$ cat src/rtl/cai_submit_arbiter.sv
// Round-robin sharing of the single CAI submit doorbell among NREQ requesters.
// Completions are routed back to their owners through a grant-order FIFO.
module cai_submit_arbiter #(
    parameter int NREQ         = 2,
    parameter int PEND_W       = 4,
    parameter int MAX_INFLIGHT = 4,
    localparam int SEL_W       = (NREQ > 1) ? $clog2(NREQ) : 1,
    localparam int CNT_W       = $clog2(MAX_INFLIGHT + 1),
    localparam int PTR_W       = (MAX_INFLIGHT > 1) ? $clog2(MAX_INFLIGHT) : 1
) (
    input  logic                     clk,
    input  logic                     rst_n,
    input  logic [NREQ-1:0]          req_doorbell,
    input  logic                     dev_ready,
    input  logic                     dev_comp_msg,
    output logic                     dev_submit_doorbell,
    output logic [SEL_W-1:0]         dev_submit_sel,
    output logic [NREQ-1:0]          req_comp_pulse,
    output logic [NREQ*PEND_W-1:0]   req_pending,
    output logic [CNT_W-1:0]         inflight_count,
    output logic                     overflow_err,
    output logic                     spurious_comp_err
);

    typedef enum logic [1:0] {
        ST_IDLE  = 2'd0,
        ST_ISSUE = 2'd1,
        ST_GAP   = 2'd2
    } state_t;

    localparam logic [PEND_W-1:0] PEND_MAX = {PEND_W{1'b1}};

    state_t             r_state;
    state_t             w_next_state;
    logic [PEND_W-1:0]  r_pend [NREQ];
    logic [NREQ-1:0]    w_nonzero;
    logic [NREQ-1:0]    w_dec;
    logic [SEL_W-1:0]   w_grant;
    logic [SEL_W-1:0]   w_grant_hi;
    logic [SEL_W-1:0]   w_grant_lo;
    logic               w_found_hi;
    logic               w_start;
    logic               w_push;
    logic               w_pop;
    logic               w_comp_edge;
    logic [SEL_W-1:0]   r_grant;
    logic [SEL_W-1:0]   r_rr_ptr;
    logic               r_doorbell;
    logic               r_comp_d1;
    logic               r_comp_d2;
    logic [SEL_W-1:0]   r_fifo [MAX_INFLIGHT];
    logic [PTR_W-1:0]   r_wr_ptr;
    logic [PTR_W-1:0]   r_rd_ptr;
    logic [CNT_W-1:0]   r_count;
    logic [NREQ-1:0]    r_comp_pulse;
    logic               r_overflow;
    logic               r_spurious;

    function automatic logic [PTR_W-1:0] fifo_next(input logic [PTR_W-1:0] p);
        logic [PTR_W-1:0] n;
        if (p == PTR_W'(MAX_INFLIGHT - 1)) begin
            n = PTR_W'(0);
        end else begin
            n = p + PTR_W'(1);
        end
        return n;
    endfunction

    // Per-requester pending flags and the decrement strobe for the granted one
    always_comb begin
        w_nonzero = {NREQ{1'b0}};
        w_dec     = {NREQ{1'b0}};
        for (int i = 0; i < NREQ; i++) begin
            w_nonzero[i] = (r_pend[i] != PEND_W'(0));
            w_dec[i]     = w_push && (r_grant == SEL_W'(i));
        end
    end

    // Round-robin pick: lowest pending index at/after the pointer, else lowest overall
    always_comb begin
        w_found_hi = 1'b0;
        w_grant_hi = SEL_W'(0);
        w_grant_lo = SEL_W'(0);
        for (int i = NREQ - 1; i >= 0; i--) begin
            w_grant_lo = w_nonzero[i] ? SEL_W'(i) : w_grant_lo;
            w_grant_hi = (w_nonzero[i] && (SEL_W'(i) >= r_rr_ptr)) ? SEL_W'(i) : w_grant_hi;
            w_found_hi = (w_nonzero[i] && (SEL_W'(i) >= r_rr_ptr)) ? 1'b1 : w_found_hi;
        end
        w_grant = w_found_hi ? w_grant_hi : w_grant_lo;
    end

    // Next-state logic; admission is only evaluated while idle
    always_comb begin
        w_next_state = r_state;
        w_start      = 1'b0;
        case (r_state)
            ST_IDLE: begin
                if ((|w_nonzero) && dev_ready && (r_count < CNT_W'(MAX_INFLIGHT))) begin
                    w_next_state = ST_ISSUE;
                    w_start      = 1'b1;
                end else begin
                    w_next_state = ST_IDLE;
                end
            end
            ST_ISSUE: w_next_state = ST_GAP;
            ST_GAP:   w_next_state = ST_IDLE;
            default:  w_next_state = ST_IDLE;
        endcase
    end

    assign w_push      = (r_state == ST_ISSUE);
    assign w_comp_edge = r_comp_d1 & ~r_comp_d2;
    assign w_pop       = w_comp_edge && (r_count != CNT_W'(0));

    // FSM state, doorbell, grant and round-robin pointer registers
    always_ff @(posedge clk or negedge rst_n) begin
        if (!rst_n) begin
            r_state    <= ST_IDLE;
            r_doorbell <= 1'b0;
            r_grant    <= SEL_W'(0);
            r_rr_ptr   <= SEL_W'(0);
        end else begin
            r_state    <= w_next_state;
            r_doorbell <= w_start;
            if (w_start) begin
                r_grant <= w_grant;
            end
            if (w_push) begin
                r_rr_ptr <= (r_grant == SEL_W'(NREQ - 1)) ? SEL_W'(0) : r_grant + SEL_W'(1);
            end
        end
    end

    // Saturating pending counters with sticky overflow flag
    always_ff @(posedge clk or negedge rst_n) begin
        if (!rst_n) begin
            for (int i = 0; i < NREQ; i++) begin
                r_pend[i] <= PEND_W'(0);
            end
            r_overflow <= 1'b0;
        end else begin
            for (int i = 0; i < NREQ; i++) begin
                if (req_doorbell[i] && !w_dec[i]) begin
                    if (r_pend[i] == PEND_MAX) begin
                        r_overflow <= 1'b1;
                    end else begin
                        r_pend[i] <= r_pend[i] + PEND_W'(1);
                    end
                end else if (!req_doorbell[i] && w_dec[i]) begin
                    r_pend[i] <= r_pend[i] - PEND_W'(1);
                end
            end
        end
    end

    // Completion edge detector, owner FIFO, in-flight count and routed pulses
    always_ff @(posedge clk or negedge rst_n) begin
        if (!rst_n) begin
            r_comp_d1    <= 1'b0;
            r_comp_d2    <= 1'b0;
            r_wr_ptr     <= PTR_W'(0);
            r_rd_ptr     <= PTR_W'(0);
            r_count      <= CNT_W'(0);
            r_comp_pulse <= {NREQ{1'b0}};
            r_spurious   <= 1'b0;
            for (int k = 0; k < MAX_INFLIGHT; k++) begin
                r_fifo[k] <= SEL_W'(0);
            end
        end else begin
            r_comp_d1 <= dev_comp_msg;
            r_comp_d2 <= r_comp_d1;
            if (w_push) begin
                r_fifo[r_wr_ptr] <= r_grant;
                r_wr_ptr         <= fifo_next(r_wr_ptr);
            end
            if (w_pop) begin
                r_rd_ptr <= fifo_next(r_rd_ptr);
            end
            case ({w_push, w_pop})
                2'b10:   r_count <= r_count + CNT_W'(1);
                2'b01:   r_count <= r_count - CNT_W'(1);
                default: r_count <= r_count;
            endcase
            for (int i = 0; i < NREQ; i++) begin
                r_comp_pulse[i] <= w_pop && (r_fifo[r_rd_ptr] == SEL_W'(i));
            end
            if (w_comp_edge && (r_count == CNT_W'(0))) begin
                r_spurious <= 1'b1;
            end
        end
    end

    genvar g;
    for (g = 0; g < NREQ; g++) begin : g_pend_out
        assign req_pending[g*PEND_W +: PEND_W] = r_pend[g];
    end

    assign dev_submit_doorbell = r_doorbell;
    assign dev_submit_sel      = r_grant;
    assign req_comp_pulse      = r_comp_pulse;
    assign inflight_count      = r_count;
    assign overflow_err        = r_overflow;
    assign spurious_comp_err   = r_spurious;

endmodule

$ cat config.mk
export PLATFORM = sky130hd
export DESIGN_NAME = cai_submit_arbiter
export DESIGN_NICKNAME = d
export VERILOG_FILES = /design/src/rtl/cai_submit_arbiter.sv
export SDC_FILE = /design/constraint.sdc
export NUM_CORES = 1
export LEC_CHECK = 0
export CAP_MARGIN = 20
export CORE_ASPECT_RATIO = 0.9
export CORE_UTILIZATION = 50
export CTS_BUF_LIST = sky130_fd_sc_hd__clkbuf_8
export DETAILED_ROUTE_END_ITERATION = 10
export GPL_TIMING_DRIVEN = 0
export PLACE_DENSITY = 0.78
export SYNTH_ARGS = -nofsm -noshare
export SYNTH_HDL_FRONTEND = slang
export SYNTH_SLANG_ARGS = --single-unit
$ cat constraint.sdc
create_clock -name clk -period 5.24 [get_ports clk]
set_input_delay 1.048 -clock clk [delete_from_list [all_inputs] [get_ports clk]]
set_output_delay 1.048 -clock clk [all_outputs]
set_load 0.05 [all_outputs]
==> summary.txt <==
Route
  • Routed Antenna Nets: 0
  • Drt drc: 0
  • Via density: 5.314
  • Routed via count: 1084
  • Final WL: 2916 µm
  • Drt pass-1 iters: 5
  • Wire length per cell: 14.29 µm
  • Initial DRC count: 18

Finish
  • Antenna Cells: 0
  • Cell area after layout: 1917 µm²
  • Share of cells above drive strength 1: 0.1585
  • Nets: 180
  • Sequential Area: 750.7 µm²
  • Multi-input logic area: 716.9 µm²
  • Layout fillers: 219
  • Area delta synth->final: 25.47%

Placed design
  • GP Congestion: 0.7027
  • Placed inst area: 1826 µm²
  • HPWL after DPL: 2250 µm
  • PortBufs: 22

Timing
  • Fin Clk Skew: 0.004090 ns
  • Final Cycle Share: 0.5467
  • Slew HR: 0.5319
  • Fmax: 0.3491 GHz
  • Hold Fails Final Rpt: 0
  • RSZ-0062 raised after global routing: false
  • Max-slew violations: 0
  • Worst Max-Slew Pin Slew: 0.6957 ns
  • Final TNS setup: 0 ns
  • Post-route minimum period: 2.865 ns
  • Setup-failing EPs final: 0

Clocking
  • Clock Sinks: 30
  • CTS tree: yes
  • Reg clk slew, reported paths: 0.06 ns
  • CTS root buf: clkbuf_8
  • CTS resizes: 0
  • CTS Buffer Depth: 2
  • Cts bufs inserted: 5
  • Hold_buf cts: 0
  • Setup Buffers After CTS: 0
  • Clk_lat worst skew: 0.28 ns
  • Htree depth: 2

Die
  • Io pins: 23
  • Placeable Area: 2815 µm²
  • Full die area: 3281 µm²
  • Die width: 60.27 µm
  • FP Rows: 18
  • Chip height: 54.44 µm
  • Starting density of the core: 0.5427

Synth
  • Leading cell types by count after synthesis: 30 x dfrtp_1, 14 x nand2_1, 13 x inv_1
  • Top cell type's share of synthesized area: 0.4914
  • Netlist cell types: 37
  • Synthesized area: 1528 µm²
  • Number of synthesized flops with an enable pin: 0
  • Synth top area cells: dfrtp_1 49%, ha_1 8.2%, xor2_1 4.0%
  • Cell taking the most area after synthesis: dfrtp_1
  • Synth Net Count: 150
  • #FFs+latches synth: 30
  • Syn Inst Count: 133
  • Seq/Total Area, Yosys: 0.4914
  • Main synth FF type: dfrtp_1
  • Most common cell in the netlist: dfrtp_1
  • Count of yosys warnings during synthesis: 0
  • Syn Area/Cell: 11.49 µm²
  • Async S/R FF share, synth: 1.000

GRT
  • Initial antenna violation count: 0
  • GRT Overall Usage: 0.2057
  • GR Overflow Total: 0
  • Global-route wire length before repair: 4616 µm
  • Largest net degree at the start of global routing: 18
  • Vias in the first global route: 1003

Power and ir drop
  • Part of the power in registers: 0.327
  • Logic pwr share: 0.538
  • Cell internal pwr: 737.8 µW
  • Psw: 616.3 µW
  • Clk network pwr share: 0.135
  • Power per cell area: 706.4 nW/µm²
  • Max rail drop VDD: 0.0004427 V
  • Sw Ratio: 0.4551
  • Leak: 0.0008654 µW

Critical path
  • Worst path max stage delay: 0.53 ns
  • Req. time, crit path: 5.44 ns
  • Critical Path, Cell by Cell: clkdlybuf4s50_1 -> inv_1 -> a21oi_1 -> inv_1 -> ha_1 -> a31oi_1 -> a221oi_2 -> xor2_1
  • Delay-heaviest family, CP: buffers and inverters
  • Kind of critical path: in2reg
  • Crit end category: register
  • Most Frequent Cell on Critical Path: inv_1
  • Critical path's slowest cell: clkdlybuf4s50_1
  • Buf/Inv on CP: 3
  • Crit Path Max Fanout: 3
  • Critical path startpoint category: input pin
  • Arr. time, crit path: 3.07 ns

Run
  • Max Cap Violations: 0

Status
  • Status: completed

Worst hold path
  • Worst min path class: reg2reg
==> metrics by stage <==
step	hold WS, ns	setup slack, ns	util	power, µW	instances
floorplan	0.3653	2.875	-	951.2	133
global placement	0.3807	2.204	0.6387	1123	195
detailed placement	0.3950	2.113	0.6484	1175	196
CTS	0.4040	2.401	0.6809	1365	204
global route	0.4241	2.265	0.6809	1444	204
finish	0.3967	2.375	0.6809	1354	204
==> per-layer routing <==
metal / global-route usage / routed length (µm)
met5: 0 / 0
met4: 0.08915 / 34
met3: 0.08747 / 102
met2: 0.3333 / 1470
met1: 0.2390 / 1309
==> flip-flops by register name (all words and copies together), names as in the netlist <==
signal / count
dev_submit_doorbell: 1
dev_submit_sel: 1
inflight_count: 3
overflow_err: 1
r_comp_d1: 1
r_comp_d2: 1
r_fifo: 4
r_rd_ptr: 2
r_rr_ptr: 1
r_state: 2
r_wr_ptr: 2
req_comp_pulse: 2
req_pending: 8
spurious_comp_err: 1
==> final cells by class <==
class	count	share of cell area
plain buffers	1	0.005875
clock inverters	2	0.004569
flip-flops and latches	30	0.3916
well taps	40	0.02611
clock buffers	6	0.04308
inverters	13	0.02546
repair buffers	23	0.1292
multi-input cells	89	0.3740
==> power by group through the flow <==
stage / sequential (µW) / clock (µW) / combinational, µW
floorplan: 622 / 0 / 329
CTS: 441 / 190 / 735
global route: 458 / 202 / 784
finish: 442 / 183 / 729
detailed placement: 444 / 0 / 731
global placement: 436 / 0 / 687
==> cells in the final DEF (no fill, tap or decap), types with 2 or more instances in the layout <==
cell type,n
a21oi_1,5
a221oi_2,2
a31oi_1,2
clkbuf_8,6
clkdlybuf4s50_1,22
dfrtp_1,30
ha_1,10
inv_1,14
mux2_2,4
mux2_4,2
nand2_1,14
nand3_1,2
nand4_1,2
nor2_1,3
nor4_1,2
o21ai_0,10
xnor2_1,4
xor2_1,7
==> path summary, 6_finish.rpt <==
| path | startpoint | to | slack, ns | cells after the start |
|---|---|---|---|---|
| max | req_doorbell[0] | req_pending[3] | 2.38 | 8 |
| min | r_comp_d1 | r_comp_d2 | 0.40 | 0 |
| max reg2reg | dev_submit_sel | req_pending[3] | 3.18 | 7 |
| min reg2reg | r_comp_d1 | r_comp_d2 | 0.40 | 0 |
| max in group asynchronous | rst_n | overflow_err | 3.53 | 2 |
| min in group asynchronous | rst_n | r_comp_d1 | 1.19 | 1 |
==> worst reg2reg max path: stages (launching register included) <==
cell      delay [ns]
dfrtp_1         0.42
inv_1           0.16
a21oi_1         0.33
inv_1           0.13
ha_1            0.35
a31oi_1         0.13
a221oi_2        0.31
xor2_1          0.17
==> cell families after synthesis <==
family / after synthesis / share of synthesized area
fa+ha+maj: 11 / 0.09500
flops: 30 / 0.4914
xor+xnor: 11 / 0.06306
simple gates: 37 / 0.1491
compound gates: 23 / 0.09828
buf+inv: 14 / 0.03931
mux: 7 / 0.06388
No activity file was read; power rests on OpenSTA's default activity.
